$ cat src/rtl/nn_mac_layer_if.sv
// Handshake and config bundle for nn_mac_layer.
// master: the side driving samples, coefficients and out_ready.
// slave : the MAC layer itself.
interface nn_mac_layer_if #(
    parameter int DATA_W = 8,
    parameter int WGT_W  = 8,
    parameter int N_HID  = 2
);
    localparam int CFG_AW = $clog2(3*N_HID+1);

    logic              in_valid;
    logic              in_ready;
    logic [DATA_W-1:0] in_data;
    logic              out_valid;
    logic              out_ready;
    logic [DATA_W-1:0] out_data;
    logic              cfg_we;
    logic [CFG_AW-1:0] cfg_addr;
    logic [WGT_W-1:0]  cfg_wdata;
    logic              sat_flag;

    modport master (
        output in_valid, in_data, out_ready, cfg_we, cfg_addr, cfg_wdata,
        input  in_ready, out_valid, out_data, sat_flag
    );

    modport slave (
        input  in_valid, in_data, out_ready, cfg_we, cfg_addr, cfg_wdata,
        output in_ready, out_valid, out_data, sat_flag
    );
endinterface

$ cat src/rtl/nn_mac_layer.sv
// Time-multiplexed two-layer neural net on one shared multiply-accumulate.
// Hidden neurons: h[i] = clamp(x*w[i] + b[i]); output: y = clamp(sum v[i]*h[i] + c).
// Optional macro NN_SAT_FLAG_EN: enables the sticky upper-clamp indicator sat_flag;
// when undefined sat_flag is tied low and the detection logic is absent.
//
// state | meaning
// IDLE  | ready for a sample, config writes accepted
// HID   | one hidden neuron per cycle into h[idx]
// OUT   | acc += v[idx]*h[idx], one term per cycle
// FIN   | phase 0 adds output bias c, phase 1 clamps acc into out_data
// DONE  | result held until out_ready
module nn_mac_layer #(
    parameter int DATA_W = 8,
    parameter int WGT_W  = 8,
    parameter int N_HID  = 2
) (
    input logic            clk,
    input logic            rst_n,
    nn_mac_layer_if.slave  bus
);
    localparam int CFG_AW = $clog2(3*N_HID+1);
    localparam int ACC_W  = DATA_W + WGT_W + $clog2(N_HID+1) + 2;
    localparam int IDX_W  = (N_HID > 1) ? $clog2(N_HID) : 1;
    localparam int N_COEF = 3*N_HID + 1;
    localparam logic [IDX_W-1:0]        IDX_LAST = IDX_W'(N_HID-1);
    localparam logic signed [ACC_W-1:0] Z_MAX    = ACC_W'((1 << DATA_W) - 1);

    typedef enum logic [2:0] {S_IDLE, S_HID, S_OUT, S_FIN, S_DONE} state_t;

    function automatic logic over_max(input logic signed [ACC_W-1:0] z);
        return z > Z_MAX;
    endfunction

    function automatic logic [DATA_W-1:0] clamp(input logic signed [ACC_W-1:0] z);
        if (z[ACC_W-1])
            return '0;
        else if (z > Z_MAX)
            return '1;
        else
            return z[DATA_W-1:0];
    endfunction

    function automatic logic signed [ACC_W-1:0] sx(input logic [WGT_W-1:0] c);
        return {{(ACC_W-WGT_W){c[WGT_W-1]}}, c};
    endfunction

    function automatic logic signed [ACC_W-1:0] zx(input logic [DATA_W-1:0] d);
        return {{(ACC_W-DATA_W){1'b0}}, d};
    endfunction

    state_t                    state_q, state_d;
    logic [WGT_W-1:0]          coef [N_COEF];
    logic [DATA_W-1:0]         h_q  [N_HID];
    logic [DATA_W-1:0]         x_q;
    logic [DATA_W-1:0]         out_q;
    logic [IDX_W-1:0]          idx_q;
    logic                      fin_q;
    logic signed [ACC_W-1:0]   acc_q;

    logic [CFG_AW-1:0]         a_w, a_b, a_v;
    logic signed [ACC_W-1:0]   hid_z, out_term;
    logic                      accept, cfg_hit, idx_last;

    assign accept   = bus.in_valid && (state_q == S_IDLE);
    assign cfg_hit  = bus.cfg_we && (state_q == S_IDLE) && (bus.cfg_addr <= CFG_AW'(3*N_HID));
    assign idx_last = (idx_q == IDX_LAST);

    assign bus.in_ready  = (state_q == S_IDLE);
    assign bus.out_valid = (state_q == S_DONE);
    assign bus.out_data  = out_q;

    // Shared MAC operands: coefficient addresses follow the config map layout.
    always_comb begin
        a_w      = CFG_AW'(idx_q);
        a_b      = a_w + CFG_AW'(N_HID);
        a_v      = a_w + CFG_AW'(2*N_HID);
        hid_z    = zx(x_q) * sx(coef[a_w]) + sx(coef[a_b]);
        out_term = sx(coef[a_v]) * zx(h_q[idx_q]);
    end

    // State register.
    always_ff @(posedge clk or negedge rst_n) begin
        if (!rst_n)
            state_q <= S_IDLE;
        else
            state_q <= state_d;
    end

    // Next-state decode.
    always_comb begin
        state_d = state_q;
        case (state_q)
            S_IDLE: if (bus.in_valid)  state_d = S_HID;
            S_HID:  if (idx_last)      state_d = S_OUT;
            S_OUT:  if (idx_last)      state_d = S_FIN;
            S_FIN:  if (fin_q)         state_d = S_DONE;
            S_DONE: if (bus.out_ready) state_d = S_IDLE;
            default:                   state_d = S_IDLE;
        endcase
    end

    // Coefficient file and datapath; a config write on the accept edge is seen by that sample.
    always_ff @(posedge clk or negedge rst_n) begin
        if (!rst_n) begin
            for (int i = 0; i < N_COEF; i++) coef[i] <= '0;
            for (int i = 0; i < N_HID; i++)  h_q[i]  <= '0;
            x_q   <= '0;
            out_q <= '0;
            idx_q <= '0;
            fin_q <= 1'b0;
            acc_q <= '0;
        end else begin
            if (cfg_hit)
                coef[bus.cfg_addr] <= bus.cfg_wdata;
            case (state_q)
                S_IDLE: begin
                    if (accept) begin
                        x_q   <= bus.in_data;
                        idx_q <= '0;
                        acc_q <= '0;
                        fin_q <= 1'b0;
                    end
                end
                S_HID: begin
                    h_q[idx_q] <= clamp(hid_z);
                    idx_q      <= idx_last ? '0 : idx_q + 1'b1;
                end
                S_OUT: begin
                    acc_q <= acc_q + out_term;
                    idx_q <= idx_last ? '0 : idx_q + 1'b1;
                end
                S_FIN: begin
                    if (!fin_q) begin
                        acc_q <= acc_q + sx(coef[N_COEF-1]);
                        fin_q <= 1'b1;
                    end else begin
                        out_q <= clamp(acc_q);
                    end
                end
                default: ;
            endcase
        end
    end

`ifdef NN_SAT_FLAG_EN
    logic sat_q;

    // Sticky record of any upper clamp, hidden or output.
    always_ff @(posedge clk or negedge rst_n) begin
        if (!rst_n)
            sat_q <= 1'b0;
        else if ((state_q == S_HID && over_max(hid_z)) ||
                 (state_q == S_FIN && fin_q && over_max(acc_q)))
            sat_q <= 1'b1;
    end

    assign bus.sat_flag = sat_q;
`else
    assign bus.sat_flag = 1'b0;
`endif

endmodule

$ cat src/flat_wrapper.sv
// flat-port wrapper written by rule: the top's interface ports become plain ports
module nn_mac_layer_flat 
#(
    parameter int DATA_W = 8,
    parameter int WGT_W  = 8,
    parameter int N_HID  = 2
)
  (clk, rst_n, bus_in_valid, bus_in_data, bus_out_ready, bus_cfg_we, bus_cfg_addr, bus_cfg_wdata, bus_in_ready, bus_out_valid, bus_out_data, bus_sat_flag);
  nn_mac_layer_if #(.DATA_W(DATA_W), .WGT_W(WGT_W), .N_HID(N_HID)) bus_i ();
  input logic clk;
  input logic rst_n;
  input wire logic [$bits(bus_i.in_valid)-1:0] bus_in_valid;
  input wire logic [$bits(bus_i.in_data)-1:0] bus_in_data;
  input wire logic [$bits(bus_i.out_ready)-1:0] bus_out_ready;
  input wire logic [$bits(bus_i.cfg_we)-1:0] bus_cfg_we;
  input wire logic [$bits(bus_i.cfg_addr)-1:0] bus_cfg_addr;
  input wire logic [$bits(bus_i.cfg_wdata)-1:0] bus_cfg_wdata;
  output wire logic [$bits(bus_i.in_ready)-1:0] bus_in_ready;
  output wire logic [$bits(bus_i.out_valid)-1:0] bus_out_valid;
  output wire logic [$bits(bus_i.out_data)-1:0] bus_out_data;
  output wire logic [$bits(bus_i.sat_flag)-1:0] bus_sat_flag;
  assign bus_i.in_valid = bus_in_valid;
  assign bus_i.in_data = bus_in_data;
  assign bus_i.out_ready = bus_out_ready;
  assign bus_i.cfg_we = bus_cfg_we;
  assign bus_i.cfg_addr = bus_cfg_addr;
  assign bus_i.cfg_wdata = bus_cfg_wdata;
  assign bus_in_ready = bus_i.in_ready;
  assign bus_out_valid = bus_i.out_valid;
  assign bus_out_data = bus_i.out_data;
  assign bus_sat_flag = bus_i.sat_flag;
  nn_mac_layer #(.DATA_W(DATA_W), .WGT_W(WGT_W), .N_HID(N_HID)) u_core (.clk(clk), .rst_n(rst_n), .bus(bus_i));
endmodule
$ cat config.mk
export PLATFORM = sky130hd
export DESIGN_NAME = nn_mac_layer_flat
export DESIGN_NICKNAME = d
export VERILOG_FILES = /design/src/rtl/nn_mac_layer_if.sv /design/src/rtl/nn_mac_layer.sv /design/src/flat_wrapper.sv
export SDC_FILE = /design/constraint.sdc
export NUM_CORES = 1
export LEC_CHECK = 0
export CAP_MARGIN = 20
export CORE_MARGIN = 2
export CORE_UTILIZATION = 60
export DETAILED_ROUTE_END_ITERATION = 10
export PLACE_DENSITY = 0.76
export SKIP_LAST_GASP = 1
export SYNTH_ARGS = -nofsm -noshare
export SYNTH_HDL_FRONTEND = slang
export SYNTH_SLANG_ARGS = --single-unit
$ cat constraint.sdc
create_clock -name clk -period 13.6 [get_ports clk]
set_input_delay 2.72 -clock clk [delete_from_list [all_inputs] [get_ports clk]]
set_output_delay 2.72 -clock clk [all_outputs]
set_load 0.05 [all_outputs]
==> key figures, run 1 <==
Drt
  – Post-DR vias/cell: 5.720
  – Metal2 WL: 10.54 mm
  – DR iter-0 viols: 464
  – Via count: 7,825
  – Routed wire length: 22.66 mm
  – Max layer used: met4
  – Met3 WL: 1.140 mm
  – Drc violations: 0
  – Remaining antenna violation count after routing: 0
  – M1 wire length: 10.56 mm
  – First-pass detailed-route iteration total: 5
  – Wire per inst: 16.57 um

Placed design
  – IO Port Bufs: 33
  – DP Worst Slack: 6.110 ns
  – DP HPWL: 17.47 mm
  – Gpl congestion: 0.9102

Die
  – Die area: 0.01897 mm^2
  – Std cell rows: 48
  – Starting Density: 61.61%
  – Core footprint: 0.01742 mm^2
  – Die Span Y: 137.7 um
  – Ports: 35
  – DIE WIDTH: 137.7 um

Clock network
  – CTS Hold Bufs: 0
  – Post-CTS setup buffer count: 0
  – Clock Path Buffers: 2
  – Resize count post-CTS: 0
  – Clk pin slew, worst setup/hold paths: 0.06 ns
  – H-tree lvl count: 4
  – CTS Buf Count: 17
  – CTS tree: done
  – Latest clock arrival within the worst-skew pair: 0.42 ns
  – Clk sinks: 113
  – Root Driver: clkbuf_16

Cells and area
  – ANT cells: 0
  – Fin util: 67.92%
  – Commonest non-fill, non-tap cell in the layout: inv_1
  – Share of layout cells above drive strength 1: 12.34%
  – Filler cell count: 1,338
  – Area growth syn-to-layout: 10.24%
  – Most frequent cells in the layout: inv_1, nand2_1, ha_1, dfrtp_1, fa_1
  – Final #Nets: 1,357

Yosys
  – Synth warn: 0
  – #FFs+latches synth: 113
  – Syn nets: 1,333
  – Post-synth ARST share: 100.0%
  – Post-synth EDFFs: 0
  – Sequential share of the synthesized area: 26.35%
  – Mapped Area: 0.01073 mm^2
  – Ys flop type: dfrtp_1
  – Cells after Synth: 1,106
  – Avg Cell Area, Syn: 9.702 um^2
  – Post-synth cell types: 68

Critical path
  – CP Capture Type: register
  – Slowest CP cell: mux2i_1
  – CP bufs+invs: 4
  – Max FO, Critical Path: 49
  – Crit-path leading delay family: adder cells
  – Worst Path Required: 13.90 ns
  – CP peak stage delay: 0.78 ns
  – Startpoint Class: register
  – CP dominant cell by count: fa_1
  – Critical setup path kind: register to register
  – Arr. time, crit path: 7.92 ns

Hold path
  – Hold crit path type: register to register

GRT
  – Vias in the first global route: 7,868
  – GRT Residual Overflow: 0
  – Initial antenna violation count: 0
  – Largest net degree at the start of global routing: 80
  – Global-route wire length before repair: 38.05 mm
  – Total GRT Usage: 25.86%

Timing
  – Final period util: 55.99%
  – Final hold viol count: 0
  – Hold Slack: 0.4732 ns
  – Final Max Tran Viols: 0
  – Actual slew at the worst max-slew pin: 0.8547 ns
  – Min Clock Period, post-route: 7.614 ns
  – Final Setup Violations: 0
  – Clock Skews: 0.009017 ns
  – Fmax: 131.3 MHz
  – RSZ-0062 raised after global routing: no
  – Setup TNS: 0 ns
  – Setup WS post-layout: 5.986 ns
  – Slew HR: 41.39%

Run status
  – Run status: complete, no violations

Job
  – Max-cap violation count: 0
==> Yosys cell counts (all sizes together) (4+ instances only) <==
| cell type | instances | share of area (%) |
|---|---|---|
| a21o | 13 | 0.91 |
| a21oi | 36 | 1.7 |
| a31oi | 4 | 0.23 |
| and2 | 25 | 1.5 |
| and3 | 6 | 0.36 |
| buf | 17 | 0.66 |
| clkbuf | 16 | 0.65 |
| dfrtp | 113 | 26 |
| fa | 91 | 17 |
| ha | 112 | 13 |
| inv | 146 | 5.1 |
| mux2 | 82 | 8.6 |
| mux2i | 29 | 2.7 |
| nand2 | 126 | 4.4 |
| nand2b | 6 | 0.35 |
| nand3 | 10 | 0.47 |
| nand3b | 5 | 0.35 |
| nor2 | 85 | 3.0 |
| nor2b | 5 | 0.31 |
| nor3 | 12 | 0.61 |
| nor3b | 4 | 0.37 |
| nor4 | 4 | 0.37 |
| o211ai | 4 | 0.28 |
| o21a | 8 | 0.56 |
| o21ai | 37 | 1.7 |
| o21bai | 4 | 0.28 |
| o31ai | 30 | 2.1 |
| or2 | 8 | 0.47 |
| xnor2 | 12 | 0.98 |
| xor2 | 18 | 1.5 |
==> kinds of logic (layout without fill, tap and decap cells) <==
| group | Yosys count | after routing | share of synthesized area, % |
|---|---|---|---|
| mux | 111 | 111 | 11.31 |
| other cells | 1 | 1 | 0.03495 |
| flops | 113 | 113 | 26.35 |
| simple gates | 305 | 305 | 13.15 |
| buf+inv | 179 | 216 | 6.425 |
| compound gates | 164 | 164 | 10.24 |
| xor+xnor | 30 | 30 | 2.449 |
| fa+ha+maj | 203 | 203 | 30.04 |
==> sequential cells by signal, summed over array words and instances (netlist names) <==
register             count
u_core.state_q           3
u_core.coef             56
u_core.h_q              16
u_core.acc_q            20
u_core.fin_q             1
u_core.x_q               8
u_core.idx_last          1
u_core.bus.out_data      8
==> worst reg2reg max path: stages (launching register included) <==
cell and delay [ns]:
dfrtp_2 0.34, buf_4 0.55, mux2i_1 0.81, nand2_1 0.19, fa_1 0.55, fa_1 0.55, inv_1 0.05, fa_1 0.52
inv_1 0.05, fa_1 0.52, inv_1 0.04, ha_1 0.34, nor2b_1 0.16, o21a_1 0.19, o31ai_1 0.24, o21ai_0 0.17
nor2_1 0.13, xor2_1 0.15, o21ai_0 0.09, ha_1 0.37, and2_1 0.22, nand2_1 0.12, nand3b_1 0.13, o41ai_1 0.38
o21ai_0 0.19, xor2_1 0.20, nor3_1 0.06, o21bai_1 0.17
==> metal layers <==
| metal | global-route usage [%] | up-vias |
|---|---|---|
| li1 | - | 3751 |
| met5 | 0 | - |
| met3 | 4.709 | 30 |
| met4 | 7.540 | 0 |
| met2 | 41.46 | 211 |
| met1 | 36.14 | 3833 |
==> stage by stage <==
stage                     cell area, um^2  std cells
after floorplan                     10730       1106
final                               11830       1368
after global routing                11830       1368
after detailed placement            11230       1335
after CTS                           11800       1367
after global placement              11230       1335
==> path summary, 6_finish.rpt <==
check / start / to / slack, ns / depth (start not counted)
worst min register to register: u_core.bus.out_data[7]$_DFFE_PN0P_ / u_core.bus.out_data[7]$_DFFE_PN0P_ / 0.47 / 2
min in group asynchronous: rst_n / u_core.acc_q[18]$_DFFE_PN0P_ / 2.25 / 1
worst max register to register: u_core.idx_last$_DFFE_PN0P_ / u_core.acc_q[19]$_DFFE_PN0P_ / 5.99 / 27
worst min-delay path: u_core.bus.out_data[7]$_DFFE_PN0P_ / u_core.bus.out_data[7]$_DFFE_PN0P_ / 0.47 / 2
worst max-delay path: u_core.idx_last$_DFFE_PN0P_ / u_core.acc_q[19]$_DFFE_PN0P_ / 5.99 / 27
max in group asynchronous: rst_n / u_core.idx_last$_DFFE_PN0P_ / 10.39 / 3
==> cell type report <==
cell class,count,area [um^2],share of cell area [%]
inverter,146,548.0,4.633
clock buffer,17,425.4,3.596
multi-input combinational,814,7213,60.98
sequential,113,2829,23.92
tap,225,281.5,2.380
clock inverter,15,146.4,1.238
timing repair buffer,38,385.4,3.258
Power of run 1 is left out: the tool's default activity adds up to more than one toggle a clock period on the data nets, which glitch-free logic cannot reach.
==> run 2: changes to the inputs <==
==> constraint.sdc (replaced) <==
create_clock -name clk -period 7.4 [get_ports clk]
set_input_delay 1.48 -clock clk [delete_from_list [all_inputs] [get_ports clk]]
set_output_delay 1.48 -clock clk [all_outputs]
set_load 0.05 [all_outputs]
==> run 2 against run 1 <==
Against the previous run: die area did not move; worst setup slack got worse by 5.5 ns; non-clock buffer count rose by 8; sequential cell count did not move; cell area rose by 0.92%; sequential share of layout area fell by 0.20 points; count of clock-buffer cells in the layout did not move; critical path type unchanged; highest routed layer unchanged.
==> key figures, run 2 (synthesis results as in run 1) <==
Timing
  – Final Max Tran Viols: 0 (unchanged)
  – Fmax: 145.7 MHz (+11%)
  – Final hold viol count: 0 (unchanged)
  – RSZ-0062 raised after global routing: no
  – Slew HR: 38.49% (-2.9 points)
  – Final Setup Violations: 0 (unchanged)
  – Actual slew at the worst max-slew pin: 0.9227 ns (+0.06803 ns)
  – Min Clock Period, post-route: 6.866 ns (-0.7486 ns)
  – Setup TNS: 0 ns (unchanged)
  – Clock Skews: 0.01830 ns (+0.009279 ns)
  – Final period util: 92.78% (+37 points)

Placed design
  – IO Port Bufs: 33 (unchanged)
  – Placed Cells incl. Taps: 1,344 (+0.67%)
  – DP HPWL: 18.50 mm (+5.9%)
  – Placed Area: 0.01130 mm^2 (+0.60%)
  – Gpl congestion: 0.9090 (-0.13%)

Drt
  – DR iter-0 viols: 421 (-9.3%)
  – First-pass detailed-route iteration total: 7 (+2)
  – Routed wire length: 23.68 mm (+4.5%)
  – Remaining antenna violation count after routing: 0 (unchanged)
  – Wire per inst: 17.21 um (+3.9%)
  – Via count: 7,904 (+1.0%)
  – Post-DR vias/cell: 5.744 (+0.42%)
  – Drc violations: 0 (unchanged)

Cells and area
  – ANT cells: 0 (unchanged)
  – Most frequent cells in the layout: inv_1, nand2_1, ha_1, dfrtp_1, fa_1
  – Fin area: 0.01194 mm^2 (+0.92%)
  – Final #Nets: 1,365 (+0.59%)
  – Share of layout cells above drive strength 1: 13.29% (+0.96 points)
  – Filler cell count: 1,330 (-0.60%)
  – Max FFs per register: 56 (unchanged)
  – Area growth syn-to-layout: 11.25%
  – Commonest non-fill, non-tap cell in the layout: inv_1
  – Non-filler cells in the finished layout: 1,376 (+0.58%)
  – Largest reg by FF count: u_core.coef
  – Top flop regs: u_core.coef x56, u_core.acc_q x20, u_core.h_q x16

Die
  – Die Span Y: 137.7 um (unchanged)
  – Starting Density: 61.61% (unchanged)
  – Ports: 35 (unchanged)
  – Die area: 0.01897 mm^2 (unchanged)
  – DIE WIDTH: 137.7 um (unchanged)
  – Std cell rows: 48 (unchanged)
  – Core footprint: 0.01742 mm^2 (unchanged)

GRT
  – Initial antenna violation count: 0 (unchanged)
  – GRT Residual Overflow: 0 (unchanged)
  – Global-route wire length before repair: 39.78 mm (+4.6%)
  – Vias in the first global route: 8,066 (+2.5%)
  – Total GRT Usage: 27.11% (+1.3 points)
  – Largest net degree at the start of global routing: 75 (-6.3%)

Critical path
  – CP bufs+invs: 6 (+2)
  – Reg2reg setup slack: 0.53 ns (-5.45 ns)
  – Arr. time, crit path: 7.18 ns (-0.74 ns)
  – Worst Path Required: 7.71 ns (-6.19 ns)
  – Startpoint Class: register
  – CP peak stage delay: 0.60 ns (-0.18 ns)
  – Crit-path leading delay family: adder cells
  – Slowest CP cell: dfrtp_4
  – Critical setup path kind: register to register
  – CP Capture Type: register
  – Max FO, Critical Path: 18 (-63%)

Clock network
  – CTS Buf Count: 17 (unchanged)
  – Root Driver: clkbuf_16
  – Clk pin slew, worst setup/hold paths: 0.06 ns (about the same)
  – CTS tree: done
  – Post-CTS setup buffer count: 0 (unchanged)
  – CTS Hold Bufs: 0 (unchanged)
  – Clock Path Buffers: 2 (unchanged)
  – Clk sinks: 113 (unchanged)
  – Resize count post-CTS: 0 (unchanged)
  – Latest clock arrival within the worst-skew pair: 0.42 ns (about the same)
  – H-tree lvl count: 4 (unchanged)

Hold path
  – Hold crit path type: register to register

Job
  – Max-cap violation count: 0 (unchanged)

Run status
  – Run status: complete, no violations
[run 2: changes by cell type in the layout (fill, tap and decap cells not counted), moves of 2 or more]
cell,change
clkinvlp_4,+3
mux2i_2,+2
buf_4,+9
bufinv_16,+2
inv_6,-3
mux2i_1,-2
[run 2: worst register-to-register path, delay by kind of cell, from the launching register on]
kind            cells  cell delay, ns
fa+ha+maj           6            2.68
mux                 1            0.25
compound gates      7            1.34
buf+inv             6            0.60
flops               1            0.60
xor+xnor            2            0.37
simple gates        7            0.94
[run 2: path summary, 6_finish.rpt]
| path | start | end | cells past startpoint |
|---|---|---|---|
| min in group asynchronous | rst_n | u_core.acc_q[18]$_DFFE_PN0P_ | 1 |
| hold reg to reg | u_core.bus.out_data[3]$_DFFE_PN0P_ | u_core.bus.out_data[3]$_DFFE_PN0P_ | 2 |
| max in group asynchronous | rst_n | u_core.idx_last$_DFFE_PN0P_ | 2 |
| setup / recovery | u_core.idx_last$_DFFE_PN0P_ | u_core.acc_q[19]$_DFFE_PN0P_ | 29 |
| hold / removal | u_core.bus.out_data[3]$_DFFE_PN0P_ | u_core.bus.out_data[3]$_DFFE_PN0P_ | 2 |
| setup reg to reg | u_core.idx_last$_DFFE_PN0P_ | u_core.acc_q[19]$_DFFE_PN0P_ | 29 |
[run 2: metal layers]
metal	vias up	track usage [%]	wire [um]
met4	0	8.050	450
met1	3892	37.01	11000
met3	39	5.224	928
met5	-	0	0
li1	3756	-	-
met2	217	44.20	11300
[run 2: final cells by class]
cell class	count	area, um^2	share of cell area [%]
Clock buffer	17	425.4	3.564
Sequential cell	113	2831	23.72
Timing Repair Buffer	46	425.4	3.564
Tap cell	225	281.5	2.358
Multi-Input combinational cell	814	7243	60.68
Clock inverter	15	182.7	1.530
Inverter	146	548.0	4.591
[run 2: per-stage QoR]
stage,setup slack (ns),hold WS (ns),util [%]
3_3_place_gp,0.3990,0.4590,64.86
3_5_place_dp,0.3127,0.4660,64.86
4_1_cts,0.2141,0.4790,68.35
2_1_floorplan,0.3507,0.4478,-
6_report,0.5343,0.4745,68.54
5_1_grt,0.02554,0.4905,68.54
Power of run 2 is left out for the same reason.
==> RTL change (settings of run 2) <==
Encoding of `state_t`: now one-hot (5 bits for 5 states).
--- a/src/rtl/nn_mac_layer.sv
+++ b/src/rtl/nn_mac_layer.sv
@@ -27,3 +27,3 @@
 
-    typedef enum logic [2:0] {S_IDLE, S_HID, S_OUT, S_FIN, S_DONE} state_t;
+    typedef enum logic [4:0] {S_IDLE = 5'b00001, S_HID = 5'b00010, S_OUT = 5'b00100, S_FIN = 5'b01000, S_DONE = 5'b10000} state_t;
 
Check against the original RTL: same outputs for any inputs over 4 cycles, from zero or initial values and one cycle with rst_n low; so few cycles prove little.
==> RTL change against run 2 <==
- area after synthesis rose by 1.6%
- global-route usage fell by 0.39 points
- sequential cell count rose by 2
- critical endpoint is now u_core.acc_q[17]
- design area grew 1.5%
- critical path depth is 3 lower
- routed wire length rose by 4.2%
- largest cell class unchanged
- setup slack got worse by 19 ps
Power is left out: the tool's default activity adds up to more than one toggle a clock period on the data nets, which glitch-free logic cannot reach.
==> RTL change: results (changes against run 2) <==
[worst_setup_path]
cp_slowest_cell = sky130_fd_sc_hd__fa_1
critPathArrivalTime_ps = 7190  ; about the same
timing.critical_path.fanout_max = 20  ; +2
path_delay_family = adder cells
critical-path-max-stage-delay_ps = 530  ; -70 ps

[final_layout]
drive_above_1_share_pct = 13.1  ; -0.22 points
top_regs = u_core.coef x56, u_core.acc_q x20, u_core.h_q x16
final_nets = 1377  ; +0.88%
antenna-diode-count = 0  ; unchanged

[grt]
grt_start_max_net_pins = 64  ; -15%
grt_antenna_before_repair = 0  ; unchanged
grt_pass1_wl_microns = 41400  ; +4.1%
number_of_global_route_vias_before_repair = 8703  ; +7.9%
groute.usage.overall_pct = 26.7  ; -0.39 points

[synth]
synth-async-reset-ratio_pct = 100  ; unchanged
synth_area_leaders = sky130_fd_sc_hd__dfrtp_1 26%, sky130_fd_sc_hd__fa_1 17%, sky130_fd_sc_hd__ha_1 13%, sky130_fd_sc_hd__mux2_2 8.5%, sky130_fd_sc_hd__inv_1 4.9%
synth_seq_area_share_pct = 26.4  ; +0.053 points
commonest_cells_in_the_netlist = 143 x sky130_fd_sc_hd__inv_1, 118 x sky130_fd_sc_hd__nand2_1, 114 x sky130_fd_sc_hd__dfrtp_1
ys.warnings.count = 0  ; unchanged
leading_register_cell_type_out_of_synthesis = sky130_fd_sc_hd__dfrtp_1
yosys.cell_types.count = 73  ; +7.4%
synthesis.nets = 1337  ; +0.30%

[clocking]
clock_insertion_delay_worst_skew_ps = 420  ; about the same
clk_pin_slew_worst_paths_ps = 60  ; about the same
cts.path.max_buffers = 2  ; unchanged
numCtsBuffers = 17  ; unchanged
cts_max_level = 4  ; unchanged
root_buffer = sky130_fd_sc_hd__clkbuf_16

[placed_design]
gp_congestion = 0.929  ; +2.2%
quantity_of_i_o_buffers_inserted_on_ports = 33  ; unchanged
dpl.hpwl_microns = 19200  ; +3.8%

[detailed_routing]
firstDrtPassIters = 5  ; -2
detail_route.iter0.violations = 469  ; +11%
detailroute.via_count = 8236  ; +4.2%
avgRoutedWirePerCell_microns = 17.7  ; +3.0%

[sta]
post_route_setup_tns_ps = 0  ; unchanged
timing.max_slew.rel_slack_pct = 37.2  ; -1.2 points
finalClockSkew_ps = 13.3  ; -4.97 ps
fin_worst_hold_slack_ps = 479  ; +4.30 ps

[worst_hold_path]
min-delay-path-class = flip-flop to flip-flop

[run_status]
run_status = finished, final reports clean

[run]
max-cap-violations = 0  ; unchanged

-- RTL change: through the flow --
step | util [%] | setup WS [ps] | cells | area (sq um)
final | 67.7 | 515 | 1392 | 12100
after global routing | 67.7 | 16.7 | 1392 | 12100
after CTS | 67.6 | 304 | 1392 | 12100
after detailed placement | 64.3 | 299 | 1360 | 11500
after global placement | 64.3 | 512 | 1359 | 11500
after floorplan | - | 598 | 1110 | 10900
-- RTL change: cell families after synthesis --
logic type,share of synthesized area (%)
AND/OR/NAND/NOR,13.2
adder cells (fa/ha/maj),29.6
AO/OA/AOI/OAI,12.0
buffers and inverters,5.86
flip-flops,26.4
multiplexers,10.9
XOR/XNOR,2.08
other,0.0344
-- RTL change: repair_timing --
item | CTS | global route
setup buffers | 0 | 0
setup endpoints to repair | 0 | 2
resized for setup | 0 | 6
-- RTL change: layer usage --
metal | wire [microns] | vias up | GRT usage, % | share of wire, %
li1 | - | 3885 | - | -
met1 | 10100 | 4088 | 31.6 | 41
met2 | 12700 | 192 | 48.5 | 51
met3 | 813 | 71 | 3.28 | 3.3
met4 | 1010 | 0 | 12.5 | 4.1
met5 | 0 | - | 0 | 0
-- RTL change: final cells by class --
| type | instances | area, sq um |
|---|---|---|
| Multi-Input combinational cell | 829 | 7420 |
| Fill cell | 1384 | 5790 |
| Sequential cell | 115 | 2880 |
| Inverter | 143 | 537 |
| Clock buffer | 18 | 439 |
| Timing Repair Buffer | 44 | 418 |
| Tap cell | 229 | 287 |
| Clock inverter | 14 | 135 |
-- RTL change: path summary, 6_finish.rpt --
check	start	end	slack [ps]	cells after the start
worst max-delay path	u_core.idx_last	u_core.acc_q[17]	520	26
worst min-delay path	u_core.bus.out_data[1]	u_core.bus.out_data[1]	480	2
worst max register to register	u_core.idx_last	u_core.acc_q[17]	520	26
worst min register to register	u_core.bus.out_data[1]	u_core.bus.out_data[1]	480	2
max in group asynchronous	rst_n	u_core.coef[1]	5090	2
min in group asynchronous	rst_n	u_core.acc_q[16]	1090	1
